File: config.mk
export PLATFORM = sky130hd
export DESIGN_NAME = led_row_rx_ctrl_flat
export DESIGN_NICKNAME = d
export VERILOG_FILES = /design/src/rtl/led_row_rx_ctrl_if.sv /design/src/rtl/led_row_rx_ctrl.sv /design/src/flat_wrapper.sv
export SDC_FILE = /design/constraint.sdc
export NUM_CORES = 1
export LEC_CHECK = 0
export ABC_AREA = 1
export CORE_MARGIN = 1.5
export CORE_UTILIZATION = 58
export DETAILED_ROUTE_END_ITERATION = 12
export GPL_TIMING_DRIVEN = 0
export PLACE_DENSITY_LB_ADDON = 0.1
export SLEW_MARGIN = 20
export SYNTH_ARGS = -nofsm -noshare
export SYNTH_HDL_FRONTEND = slang
export SYNTH_SLANG_ARGS = --single-unit
File: constraint.sdc
create_clock -name clk_125 -period 2.7 [get_ports clk_125]
set_input_delay 0.81 -clock clk_125 [delete_from_list [all_inputs] [get_ports clk_125]]
set_output_delay 0.81 -clock clk_125 [all_outputs]
set_load 0.005 [all_outputs]
File: src/rtl/led_row_rx_ctrl_if.sv
// ---------------------------------------------------------------------------
// led_row_rx_ctrl_if
//
// This interface carries the 8-bit receive AXI-stream from the MAC frame FIFO
// into the LED row sequencer.
//
//   rx_axis_tdata   received byte
//   rx_axis_tvalid  byte valid
//   rx_axis_tready  byte accepted (driven by the sequencer)
//   rx_axis_tlast   last byte of the frame
//   rx_axis_tuser   bad frame (FCS error), meaningful only together with tlast
//
// Modports:
//   master  the stream source (MAC / frame FIFO)
//   slave   the stream sink (led_row_rx_ctrl)
// ---------------------------------------------------------------------------
interface led_row_rx_ctrl_if;
  logic [7:0] rx_axis_tdata;
  logic       rx_axis_tvalid;
  logic       rx_axis_tready;
  logic       rx_axis_tlast;
  logic       rx_axis_tuser;

  modport master (
    output rx_axis_tdata,
    output rx_axis_tvalid,
    output rx_axis_tlast,
    output rx_axis_tuser,
    input  rx_axis_tready
  );

  modport slave (
    input  rx_axis_tdata,
    input  rx_axis_tvalid,
    input  rx_axis_tlast,
    input  rx_axis_tuser,
    output rx_axis_tready
  );
endinterface

File: src/rtl/led_row_rx_ctrl.sv
// ---------------------------------------------------------------------------
// led_row_rx_ctrl
//
// This block is the receive-side sequencer between the MAC RX stream and a
// double-banked LED framebuffer. It parses each Ethernet frame and checks the
// destination MAC (LOCAL_MAC or broadcast), the EtherType and the row index.
// It writes one row of pixel bytes into the back bank. When a good frame
// carries flags bit0, it swaps the front and back banks. It also counts good
// frames and dropped frames.
//
// Frame layout (byte offsets):
//   0-5 dest MAC, 6-11 src MAC, 12-13 EtherType, 14 flags, 15 row,
//   16.. ROW_BYTES pixel bytes, then optional padding.
//
// Ports:
//   clk_125      system clock
//   rst_n        asynchronous active-low reset
//   rx           receive AXI-stream (slave side)
//   fb_wr_en     framebuffer byte write strobe
//   fb_wr_addr   {back_bank, row, byte_idx}
//   fb_wr_data   pixel byte
//   front_bank   bank currently displayed
//   swap_pulse   one-cycle strobe on bank swap
//   good_count   good frames committed (wraps)
//   drop_count   frames dropped (wraps)
// ---------------------------------------------------------------------------
module led_row_rx_ctrl #(
  parameter logic [47:0] LOCAL_MAC     = 48'h02_00_00_00_00_01,
  parameter logic [15:0] ETHERTYPE     = 16'h88B5,
  parameter int          MATRIX_HEIGHT = 32,
  parameter int          ROW_BYTES     = 192,
  parameter int          ROW_AW        = 5,
  parameter int          COL_AW        = 8
) (
  input  logic                     clk_125,
  input  logic                     rst_n,
  led_row_rx_ctrl_if.slave         rx,
  output logic                     fb_wr_en,
  output logic [ROW_AW+COL_AW:0]   fb_wr_addr,
  output logic [7:0]               fb_wr_data,
  output logic                     front_bank,
  output logic                     swap_pulse,
  output logic [15:0]              good_count,
  output logic [15:0]              drop_count
);

  typedef enum logic [1:0] {
    HDR   = 2'd0,
    PIX   = 2'd1,
    DRAIN = 2'd2
  } state_t;

  localparam logic [7:0]        ROW_LIMIT = 8'(MATRIX_HEIGHT);
  localparam logic [COL_AW-1:0] LAST_COL  = COL_AW'(ROW_BYTES - 1);

  state_t            state;
  logic [3:0]        hdr_cnt;     // header byte offset, 0..15
  logic [COL_AW-1:0] col_idx;     // pixel byte index within the row
  logic [ROW_AW-1:0] row;
  logic              ucast_ok;    // dest bytes so far match LOCAL_MAC
  logic              bcast_ok;    // dest bytes so far are all 0xFF
  logic              swap_flag;
  logic              row_done;    // all pixel bytes written, padding follows

  logic              accept;
  logic              ucast_nxt;
  logic              bcast_nxt;
  logic              hdr_fail;
  logic              frame_good;

  function automatic logic [7:0] mac_byte(input logic [2:0] idx);
    return LOCAL_MAC[8*(5 - 32'(idx)) +: 8];
  endfunction

  assign accept = rx.rx_axis_tvalid & rx.rx_axis_tready;

  // Each header byte is checked as it arrives. A bad frame goes to DRAIN
  // at the first byte that fails.
  always_comb begin
    // NOTE: every always_comb output gets a default first, so no path can
    // leave it unassigned and infer a latch.
    ucast_nxt = ucast_ok & (rx.rx_axis_tdata == mac_byte(hdr_cnt[2:0]));
    bcast_nxt = bcast_ok & (rx.rx_axis_tdata == 8'hFF);
    hdr_fail  = 1'b0;
    case (hdr_cnt)
      4'd0, 4'd1, 4'd2, 4'd3, 4'd4, 4'd5: hdr_fail = ~(ucast_nxt | bcast_nxt);
      4'd12:   hdr_fail = (rx.rx_axis_tdata != ETHERTYPE[15:8]);
      4'd13:   hdr_fail = (rx.rx_axis_tdata != ETHERTYPE[7:0]);
      4'd15:   hdr_fail = (rx.rx_axis_tdata >= ROW_LIMIT);
      default: hdr_fail = 1'b0;
    endcase
  end

  // Decided on the tlast byte. A frame is good only if it delivered every
  // pixel byte and has a clean FCS. HDR never reaches row_done, so a runt
  // or a rejected header always counts as a drop.
  always_comb begin
    frame_good = 1'b0;
    if (!rx.rx_axis_tuser) begin
      if (state == PIX)   frame_good = (col_idx == LAST_COL);
      if (state == DRAIN) frame_good = row_done;
    end
  end

  // NOTE: sequential state uses non-blocking assignments only. All flops,
  // including the write-port outputs, come out of reset with defined values.
  always_ff @(posedge clk_125 or negedge rst_n) begin
    if (!rst_n) begin
      state            <= HDR;
      hdr_cnt          <= '0;
      col_idx          <= '0;
      row              <= '0;
      ucast_ok         <= 1'b1;
      bcast_ok         <= 1'b1;
      swap_flag        <= 1'b0;
      row_done         <= 1'b0;
      rx.rx_axis_tready <= 1'b0;
      fb_wr_en         <= 1'b0;
      fb_wr_addr       <= '0;
      fb_wr_data       <= '0;
      front_bank       <= 1'b0;
      swap_pulse       <= 1'b0;
      good_count       <= '0;
      drop_count       <= '0;
    end else begin
      rx.rx_axis_tready <= 1'b1;
      fb_wr_en         <= 1'b0;
      swap_pulse       <= 1'b0;

      if (accept) begin
        unique case (state)
          HDR: begin
            if (hdr_cnt <= 4'd5) begin
              ucast_ok <= ucast_nxt;
              bcast_ok <= bcast_nxt;
            end
            if (hdr_cnt == 4'd14) swap_flag <= rx.rx_axis_tdata[0];
            if (hdr_cnt == 4'd15) row <= rx.rx_axis_tdata[ROW_AW-1:0];

            if (hdr_fail)               state   <= DRAIN;
            else if (hdr_cnt == 4'd15)  state   <= PIX;
            else                        hdr_cnt <= hdr_cnt + 4'd1;
          end

          PIX: begin
            // Use the back bank as it stands now. A swap by this same frame
            // takes effect at this edge, so it only affects later frames.
            fb_wr_en   <= 1'b1;
            fb_wr_addr <= {~front_bank, row, col_idx};
            fb_wr_data <= rx.rx_axis_tdata;
            if (col_idx == LAST_COL) begin
              state    <= DRAIN;
              row_done <= 1'b1;
            end else begin
              col_idx <= col_idx + COL_AW'(1);
            end
          end

          DRAIN: ;

          default: state <= HDR;
        endcase

        // Frame end. These assignments come after the case, so they
        // override the state and counter updates above.
        if (rx.rx_axis_tlast) begin
          state    <= HDR;
          hdr_cnt  <= '0;
          col_idx  <= '0;
          ucast_ok <= 1'b1;
          bcast_ok <= 1'b1;
          row_done <= 1'b0;
          if (frame_good) begin
            good_count <= good_count + 16'd1;
            if (swap_flag) begin
              front_bank <= ~front_bank;
              swap_pulse <= 1'b1;
            end
          end else begin
            drop_count <= drop_count + 16'd1;
          end
        end
      end
    end
  end

endmodule

File: src/flat_wrapper.sv
// flat-port wrapper written by rule: the top's interface ports become plain ports
module led_row_rx_ctrl_flat 
#(
  parameter logic [47:0] LOCAL_MAC     = 48'h02_00_00_00_00_01,
  parameter logic [15:0] ETHERTYPE     = 16'h88B5,
  parameter int          MATRIX_HEIGHT = 32,
  parameter int          ROW_BYTES     = 192,
  parameter int          ROW_AW        = 5,
  parameter int          COL_AW        = 8
)
  (clk_125, rst_n, fb_wr_en, fb_wr_addr, fb_wr_data, front_bank, swap_pulse, good_count, drop_count, rx_rx_axis_tdata, rx_rx_axis_tvalid, rx_rx_axis_tlast, rx_rx_axis_tuser, rx_rx_axis_tready);
  led_row_rx_ctrl_if rx_i ();
  input  logic clk_125;
  input  logic rst_n;
  output logic fb_wr_en;
  output logic [ROW_AW+COL_AW:0] fb_wr_addr;
  output logic [7:0] fb_wr_data;
  output logic front_bank;
  output logic swap_pulse;
  output logic [15:0] good_count;
  output logic [15:0] drop_count;
  input wire logic [$bits(rx_i.rx_axis_tdata)-1:0] rx_rx_axis_tdata;
  input wire logic [$bits(rx_i.rx_axis_tvalid)-1:0] rx_rx_axis_tvalid;
  input wire logic [$bits(rx_i.rx_axis_tlast)-1:0] rx_rx_axis_tlast;
  input wire logic [$bits(rx_i.rx_axis_tuser)-1:0] rx_rx_axis_tuser;
  output wire logic [$bits(rx_i.rx_axis_tready)-1:0] rx_rx_axis_tready;
  assign rx_i.rx_axis_tdata = rx_rx_axis_tdata;
  assign rx_i.rx_axis_tvalid = rx_rx_axis_tvalid;
  assign rx_i.rx_axis_tlast = rx_rx_axis_tlast;
  assign rx_i.rx_axis_tuser = rx_rx_axis_tuser;
  assign rx_rx_axis_tready = rx_i.rx_axis_tready;
  led_row_rx_ctrl #(.LOCAL_MAC(LOCAL_MAC), .ETHERTYPE(ETHERTYPE), .MATRIX_HEIGHT(MATRIX_HEIGHT), .ROW_BYTES(ROW_BYTES), .ROW_AW(ROW_AW), .COL_AW(COL_AW)) u_core (.clk_125(clk_125), .rst_n(rst_n), .rx(rx_i), .fb_wr_en(fb_wr_en), .fb_wr_addr(fb_wr_addr), .fb_wr_data(fb_wr_data), .front_bank(front_bank), .swap_pulse(swap_pulse), .good_count(good_count), .drop_count(drop_count));
endmodule
Word level (Yosys, flattened, before mapping)
Index checks and enable logic that the tools add are counted.
Widths: inputs -> output; s select.
{"block": "classes", "add_sub_neg": 5, "div_mod_pow": 0, "eq_ne": 22, "mux": 31, "n_mul": 0, "shifts": 1, "bitwise_logic": 7, "magnitude_cmp": 2, "n_reduce_logical": 18}
{"cell": "$shiftx 48x33->8 const A", "n": 1}
{"cell": "$add 16x1->16 const B", "n": 2}
{"cell": "$mux 8", "n": 3}
{"cell": "$reduce_and 3->1", "n": 7}
{"cell": "$mux 1", "n": 18}
{"cell": "$eq 4x4->1 const B", "n": 4}
{"cell": "$eq 8x8->1 const B", "n": 2}
{"cell": "$mux 4", "n": 4}
{"cell": "$ne 8x8->1 const B", "n": 2}
{"cell": "$reduce_and 4->1", "n": 3}
{"cell": "$add 8x1->8 const B", "n": 1}
{"cell": "$eq 4x2->1 const B", "n": 2}
{"cell": "$eq 4x3->1 const B", "n": 2}
{"cell": "$eq 8x8->1", "n": 1}
{"cell": "$ge 8x6->1 const B", "n": 1}
{"cell": "$mux 2", "n": 4}
{"cell": "$ne 2x2->1 const B", "n": 4}
{"cell": "$reduce_bool 2->1", "n": 4}
{"cell": "$pmux 2 s3", "n": 1}
{"cell": "$reduce_or 6->1", "n": 1}
{"cell": "$add 4x1->4 const B", "n": 1}
{"cell": "$eq 4x1->1 const B", "n": 1}
{"cell": "$le 4x3->1 const B", "n": 1}
{"cell": "$logic_not 4->1", "n": 1}
{"cell": "11 further kinds", "n": 15}
{"block": "word_totals", "output_inout_bits": 58, "reg_bits": 81, "in_bits": 13, "elab_cells": 102, "rom_bits": 0, "ramBits": 0, "n_memories": 0, "latchBits": 0}

Depth between registers and ports, before layout
Gate-level depths: netlist (run 1).
{"block": "logic_depth", "ltp_word": 10, "ltp_mapped": 14, "mapped_depth_nobuf": 14}

Worst setup path after synthesis (run 1)
No wires, ideal clock.
{"block": "synth_timing", "path_type": "input -> register", "start": "in rx_rx_axis_tvalid", "end": "reg u_core.col_idx[6]", "cell_stages": 9, "n_path_buf": 0, "required_ns": 2.578, "setup_slack_ns": 0.903, "t_arrival_ns": 1.675, "path_cell_list": "nand2_2 > nor2_2 > nand2_1 > nand2_2 > nand2_1 > inv_1 > nand3_1 > nand2_1 > nor2_1"}
{"block": "synth_via", "elab_chain_cells": 2}
{"item": "from (decl)", "line": "flat_wrapper.sv:23", "source": "input wire logic [$bits(rx_i.rx_axis_tvalid)-1:0] rx_rx_axis_tvalid;"}
{"item": "$and 1x1->1", "line": "led_row_rx_ctrl.sv:75", "source": "assign accept = rx.rx_axis_tvalid & rx.rx_axis_tready;"}
{"item": "$reduce_and 3->1 (no line)"}
{"item": "to (signal assigned)", "line": "led_row_rx_ctrl.sv:155", "source": "col_idx <= col_idx + COL_AW'(1);"}
{"item": "to (decl)", "line": "led_row_rx_ctrl.sv:58", "source": "logic [COL_AW-1:0] col_idx;"}
Every way passes these cells.
A chain may end at the register's enable or synchronous reset.

Worst setup path in the final report (run 1)
Ends and elaborated chain as after synthesis.

==> Flow_metrics.wiki, run 1 <==
{| class="wikitable"
! Metric !! Value
|-
| Maximum capacitance violations || 0
|-
| Cell-internal power || 2.07 mW
|-
| Max frequency || 438 MHz
|-
| Largest family of logic cells by synthesized area || simple AND/OR/NAND/NOR gates
|-
| Worst slack at placement || 0.0677 ns
|-
| Total congestion overflow after global routing || 0
|-
| Mean post-synth cell area || 7.94 um^2
|-
| Total inserted antenna cells || 0
|-
| Num CTS Buffers || 9
|-
| Crit path required time || 2.94 ns
|-
| First-pass GRT wire length || 15.5 mm
|-
| Number of warning messages in the yosys log || 0
|-
| Total number of vias || 3728
|-
| Post-synthesis cell type with the largest combined area || dfrtp_1
|-
| Crit Path Class || input pin to flip-flop
|-
| Async set or reset register ratio after synthesis || 100%
|-
| Clock tree from TritonCTS || done
|-
| Num Clock Sinks || 81
|-
| Tightest slew margin relative to the limit || 65.5%
|-
| Most Frequent Cell on Critical Path || nand2_1
|-
| Routability cong. || 0.924
|-
| Net count, final || 638
|-
| Final total power || 2.80 mW
|-
| Worst setup skew after layout || 0.0140 ns
|-
| Dominant register cell in the synthesized netlist || dfrtp_1
|-
| Number of antenna violations at the first check in global routing || 0
|-
| Outcome || finished clean
|-
| Post-detail-place hpwl || 6.95 mm
|-
| Arrival @ worst endpoint || 2.52 ns
|-
| Syn_nets || 556
|-
| Cell types with the largest area share after synthesis || dfrtp_1 47%, nand2_1 15%, inv_1 4.9%, o21ai_0 4.7%, nor2_1 3.8%
|-
| Total of cells resized after clock tree synthesis || 0
|-
| Remaining antenna violation count after routing || 0
|-
| Number of hold-slack violations in the final timing report || 0
|-
| Unique cell type count in the Yosys netlist || 36
|-
| Switching portion of total power || 26.3%
|-
| Flip-flop and latch count after synthesis || 81
|-
| Classification of the worst-slack hold path || input pin to asynchronous set/reset pin
|-
| CP peak stage delay || 0.51 ns
|-
| EDFF count, synth || 0
|-
| Crit path max-delay family || simple AND/OR/NAND/NOR gates
|-
| Layout cells sized above 1 || 8.04%
|-
| Number of pins exceeding their max-slew limit in the final report || 0
|-
| Count of buffering cells on the critical path with inverters included || 2
|-
| Port Buffers || 70
|-
| Relative contribution of combinational cells to total power || 15.4%
|-
| RSZ-0062 raised after global routing || no
|-
| Number of buffers added for setup after CTS || 0
|-
| Die Outline Area || 7850 um^2
|-
| Clock network power share || 35.5%
|-
| Series of cell instances along the critical path || clkdlybuf4s50_1, nand2_2, nor2_2, nand2_1, nand2_2, nand2_1, inv_1, nand3_1, nand2_1, nor2_1
|-
| Final routed DRC violation total || 0
|-
| Static Leak || 2.52 nW
|-
| Total global-route track usage || 25.4%
|-
| Type of destination of the critical path || flip-flop
|-
| Slowest stage cell, crit path || clkdlybuf4s50_1
|-
| Vertical extent of the die || 88.6 um
|-
| Fraction of the yosys area taken by sequential cells || 47.7%
|-
| Final period util || 84.6%
|-
| IR drop worst, VDD || 271 uV
|-
| Critical Path Start Type || input pin
|-
| Wirelength per Cell || 13.0 um
|-
| Overall routed net length || 9.36 mm
|-
| Number of detailed-routing iterations run before antenna repair || 5
|-
| Period minus WS final || 2.28 ns
|-
| Number of setup violations in the final report || 0
|-
| Worst hold slack || 0.389 ns
|-
| Die width || 88.6 um
|-
| Netlist area before placement || 4250 um^2
|-
| Share of the synthesized area in compound gates (AO/OA/AOI/OAI) || 7.74%
|-
| Sequential share of power || 49.1%
|-
| Area fraction of the dominant cell type after synthesis || 46.5%
|-
| Gate count of the mapped netlist || 535
|-
| Critical path fanouts, max || 9
|-
| Max H-tree Level || 3
|-
| Reported net switching power || 0.738 mW
|-
| Basic-gate share of the synthesized area counting and, or, nand and nor cells || 29.6%
|-
| Most frequent cell after synthesis || nand2_1
|-
| Pwr Density || 526 nW/um^2
|-
| Multiplexer area fraction after synthesis || 0%
|-
| Slew at the pin closest to its max-slew limit || 0.513 ns
|-
| Master cell of the clock root buffer || clkbuf_8
|-
| Number of standard-cell rows in the floorplan || 31
|-
| Pin count of the biggest net entering global routing || 50
|-
| Adder-cell share of the synthesized area || 2.36%
|-
| Worst Slack Setup Final || 0.417 ns
|-
| Synth-to-layout area growth || 25.4%
|-
| Maximum clock path buffer count || 2
|-
| Ports || 71
|-
| Violation count after the first detailed-route iteration || 200
|-
| Clock slew at the register clock pins of the worst setup and hold paths || 0.09 ns
|-
| Leading cell types by count after synthesis || 171 x nand2_1, 79 x dfrtp_1, 55 x inv_1
|-
| Number of buffers inserted by hold repair at cts || 0
|-
| Starting density of the core || 59.2%
|-
| Worst-Skew Late Latency || 0.35 ns
|-
| Vias/cell || 5.17
|-
| Number of global-route vias before repair || 3490
|-
| Parity-gate share of the synthesized area counting xor and xnor cells || 5.56%
|-
| Core outline area || 7180 um^2
|}
==> registers in the layout, indices dropped and copies added, names as in the netlist, 2 cells and up <==
name               flops
u_core.drop_count     16
u_core.good_count     16
u_core.fb_wr_addr     14
u_core.col_idx         8
u_core.fb_wr_data      8
u_core.row             5
u_core.hdr_cnt         4
u_core.state           2
==> cell usage in the layout (no fill, tap or decap), drive strengths merged, types with 12 or more instances in the layout <==
master and n:
nand3 34, nand2 178, dfrtp 79, xor2 14
o21ai 47, xnor2 13, a21oi 12, inv 61
clkbuf 13, clkdlybuf4s50 69, nor3 12, nor2 47
==> stage by stage <==
stage	cells	TNS (ns)	util, %	instance area (um^2)
floorplan	535	0	-	4250
global placement	704	-160.25	70.7	5070
detailed placement	705	0	71.1	5100
CTS	721	0	74.3	5330
global route	721	0	74.3	5330
finish	721	0	74.3	5330
==> final timing paths <==
path                                          to  slack [ns]  cells past startpoint                   from
max in group asynchronous        u_core.row_done        1.72                      2                  rst_n
min reg2reg                u_core.fb_wr_addr[11]        0.47                      2  u_core.fb_wr_addr[11]
min in group clk_125       u_core.fb_wr_addr[11]        0.47                      2  u_core.fb_wr_addr[11]
max reg2reg                    u_core.hdr_cnt[2]        0.78                     12      u_core.hdr_cnt[2]
min                         u_core.good_count[3]        0.39                      1                  rst_n
max                            u_core.col_idx[6]        0.42                     10      rx_rx_axis_tvalid
==> kinds of logic after synthesis <==
kind of cell    after synthesis
xor+xnor                     27
buf+inv                      70
other cells                   1
compound gates               63
flops                        81
fa+ha+maj                     8
simple gates                285
==> power by group through the flow <==
stage	combinational [mW]	clock, mW	sequential, mW
2_1_floorplan	0.213	0	1.39
3_3_place_gp	0.410	0	1.40
3_5_place_dp	0.427	0	1.40
4_1_cts	0.434	1.01	1.38
5_1_grt	0.481	1.07	1.39
6_report	0.432	0.995	1.38
==> layout make-up <==
| type | count | area [um^2] |
|---|---|---|
| Tap cell | 99 | 124 |
| Sequential cell | 81 | 2030 |
| Buffer | 8 | 58.8 |
| Clock buffer | 11 | 151 |
| Fill cell | 551 | 1850 |
| Timing Repair Buffer | 71 | 726 |
| Multi-Input combinational cell | 384 | 1930 |
| Clock inverter | 5 | 77.6 |
| Inverter | 62 | 233 |
==> layer usage <==
metal | share of wire [%] | vias up | wire [um] | track usage [%]
met5 | 0 | - | 0 | 0
met1 | 44 | 1773 | 4090 | 32.0
li1 | - | 1862 | - | -
met2 | 51 | 79 | 4800 | 43.8
met4 | 1.5 | 0 | 142 | 9.23
met3 | 3.5 | 14 | 328 | 4.66
(Power assumes the default switching activity.)
==> inputs of run 2 (changes only) <==
CORE_UTILIZATION = 48   (was 58)
clock period = 2.1 ns   (was 2.7 ns; I/O delays follow)
==> run 2 against run 1 <==
- via count decreased by 2.3%
- non-clock buffer count unchanged
- routed wire length increased by 0.83%
- worst setup slack got worse by 0.30 ns
- clock skew decreased by 0.0029 ns
- first-iteration DRC count decreased by 36%
- flip-flop and latch count unchanged
- clock power increased by 28%
- critical path type unchanged
- largest cell class unchanged
- largest power group unchanged
- highest routed layer unchanged
==> Flow_metrics.wiki, run 2 (synthesized netlist as in run 1, its figures left out) <==
{| class="wikitable"
! Metric !! Value
|-
| Period minus WS final || 1.98 ns
|-
| Num CTS Buffers || 9 (unchanged)
|-
| Maximum clock path buffer count || 2 (unchanged)
|-
| Final routed DRC violation total || 0 (unchanged)
|-
| Wirelength per Cell || 12.9 um (-0.27%)
|-
| Most frequent cells in the layout || 171 x nand2_1, 79 x dfrtp_1, 68 x clkdlybuf4s50_1, 55 x inv_1, 43 x nor2_1
|-
| Violation count after the first detailed-route iteration || 129 (-36%)
|-
| Pin count of the biggest net entering global routing || 42 (-16%)
|-
| Number of setup violations in the final report || 0 (unchanged)
|-
| Number of hold-slack violations in the final timing report || 0 (unchanged)
|-
| Critical path fanouts, max || 10 (+1)
|-
| Core outline area || 8640 um^2 (+20%)
|-
| First-pass GRT wire length || 16.3 mm (+5.3%)
|-
| Worst hold slack || 0.251 ns (-0.137 ns)
|-
| Port Buffers || 70 (unchanged)
|-
| Number of standard-cell rows in the floorplan || 34 (+9.7%)
|-
| Die width || 97.1 um (+9.6%)
|-
| Setup slack of the worst register-to-register path || 0.17 ns (-0.61 ns)
|-
| Remaining antenna violation count after routing || 0 (unchanged)
|-
| Slowest stage cell, crit path || clkdlybuf4s50_1
|-
| Post-detail-place hpwl || 7.06 mm (+1.6%)
|-
| Total global-route track usage || 21.2% (-4.2 points)
|-
| Worst Slack Setup Final || 0.118 ns (-0.299 ns)
|-
| Number of global-route vias before repair || 3483 (-0.20%)
|-
| Outcome || finished clean
|-
| Crit Reg-Reg Startpoint || u_core.hdr_cnt[0]
|-
| Pwr Density || 673 nW/um^2 (+28%)
|-
| Crit Path Class || input pin to flip-flop
|-
| Number of pins exceeding their max-slew limit in the final report || 0 (unchanged)
|-
| IR drop worst, VDD || 366 uV (+35%)
|-
| Master cell of the clock root buffer || clkbuf_8
|-
| Max frequency || 505 MHz
|-
| Series of cell instances along the critical path || clkdlybuf4s50_1, nand2_2, nor2_4, inv_1, buf_2, buf_2, o21ai_0
|-
| Die Outline Area || 9430 um^2 (+20%)
|-
| Dpl cells || 714 (+1.3%)
|-
| Overall routed net length || 9.43 mm (+0.83%)
|-
| Crit path required time || 2.37 ns (-0.57 ns)
|-
| Worst R2R End || u_core.hdr_cnt[3]
|-
| Num Clock Sinks || 81 (unchanged)
|-
| Clock slew at the register clock pins of the worst setup and hold paths || 0.09 ns (about the same)
|-
| Registers with the most flip-flops || u_core.drop_count (16), u_core.good_count (16), u_core.fb_wr_addr (14)
|-
| Ports || 71 (unchanged)
|-
| Vertical extent of the die || 97.1 um (+9.6%)
|-
| Final period util || 94.4%
|-
| Total inserted antenna cells || 0 (unchanged)
|-
| Final standard cell count with taps included and fillers excluded || 729 (+1.1%)
|-
| Final core utilization || 61.8% (-12 points)
|-
| Routability cong. || 0.871 (-5.7%)
|-
| Net count, final || 638 (unchanged)
|-
| Worst setup skew after layout || 0.0110 ns (-0.00292 ns)
|-
| Synth-to-layout area growth || 25.5% (about the same)
|-
| Tightest slew margin relative to the limit || 63.6% (-1.9 points)
|-
| Layout cells sized above 1 || 7.89% (-0.15 points)
|-
| Number of antenna violations at the first check in global routing || 0 (unchanged)
|-
| CP peak stage delay || 0.52 ns (about the same)
|-
| Total number of vias || 3643 (-2.3%)
|-
| Slew at the pin closest to its max-slew limit || 0.546 ns (+0.0337 ns)
|-
| Critical Path Start Type || input pin
|-
| Arrival @ worst endpoint || 2.25 ns (-0.27 ns)
|-
| R2r worst-path depth || 14 (+2)
|-
| Worst-Skew Late Latency || 0.35 ns (about the same)
|-
| Classification of the worst-slack hold path || input pin to asynchronous set/reset pin
|-
| RSZ-0062 raised after global routing || no
|-
| Post-route setup TNS || 0 ns (unchanged)
|-
| Number of fill cells in the layout || 782 (+42%)
|-
| Static Leak || 2.52 nW (-0.16%)
|-
| Total congestion overflow after global routing || 0 (unchanged)
|-
| Number of detailed-routing iterations run before antenna repair || 5 (unchanged)
|-
| Most Frequent Cell on Critical Path || buf_2
|-
| Number of buffers added for setup after CTS || 0 (unchanged)
|-
| Max H-tree Level || 3 (unchanged)
|-
| Vias/cell || 5.00 (-3.4%)
|-
| Number of buffers inserted by hold repair at cts || 0 (unchanged)
|-
| Maximum capacitance violations || 0 (unchanged)
|-
| Most common library cell in the layout ignoring fill and taps || nand2_1
|-
| Clock tree from TritonCTS || done
|-
| Worst slack at placement || -0.370 ns (-0.438 ns)
|-
| Starting density of the core || 49.2% (-10 points)
|-
| Type of destination of the critical path || flip-flop
|}
==> run 2: changes by cell type in the layout (fill, tap and decap cells not counted), sizes merged <==
cell / delta
clkbuf: -1
clkdlybuf4s50: -1
clkinv: -1
clkinvlp: +1
dlymetal6s2s: +1
==> run 2: worst max-delay path by stage <==
stage                 startpoint  cells past startpoint                   end
6_report       rx_rx_axis_tvalid                      7  u_core.fb_wr_data[4]
5_1_grt        u_core.hdr_cnt[1]                     13     u_core.hdr_cnt[3]
4_1_cts        rx_rx_axis_tvalid                      7  u_core.fb_wr_data[4]
3_5_place_dp   rx_rx_axis_tvalid                      7  u_core.fb_wr_data[4]
3_3_place_gp               rst_n                      1  u_core.fb_wr_addr[0]
2_1_floorplan  u_core.hdr_cnt[1]                     12     u_core.hdr_cnt[2]
==> run 2: final cells by class <==
class	instances	area, um^2	area share, %
Sequential cell	81	2030	38.0
Timing Repair Buffer	71	721	13.5
Buffer	8	58.8	1.10
Clock inverter	5	80.1	1.50
Tap cell	108	135	2.53
Multi-Input combinational cell	384	1940	36.4
Inverter	62	233	4.36
Clock buffer	10	138	2.58
==> run 2: through the flow <==
| step | cell area [um^2] | total power [mW] |
|---|---|---|
| after CTS | 5320 | 3.61 |
| final | 5330 | 3.59 |
| after global placement | 5090 | 2.33 |
| after floorplan | 4250 | 2.06 |
| after global routing | 5330 | 3.77 |
| after detailed placement | 5100 | 2.35 |
==> run 2: what timing repair did <==
action / in CTS / in global routing
setup endpoints to repair: 0 / 32
resized for setup: 0 / 3
endpoints found under the hold margin: 0 / 0
==> run 2: critical path: cells and delay by family <==
kind / cells / cell delay [ns]
compound gates: 1 / 0.18
buf+inv: 4 / 1.04
simple gates: 2 / 0.41
==> run 2: power by group <==
group	leakage, nW	switching (mW)	internal (mW)
clock	0.104	0.577	0.694
combinational	1.34	0.285	0.258
sequential	1.08	0.106	1.67
==> run 2: metal layers <==
layer / global-route usage [%] / wire length, um
met5: 0 / 0
met4: 7.47 / 133
met3: 3.81 / 281
met2: 34.3 / 4560
met1: 28.8 / 4460
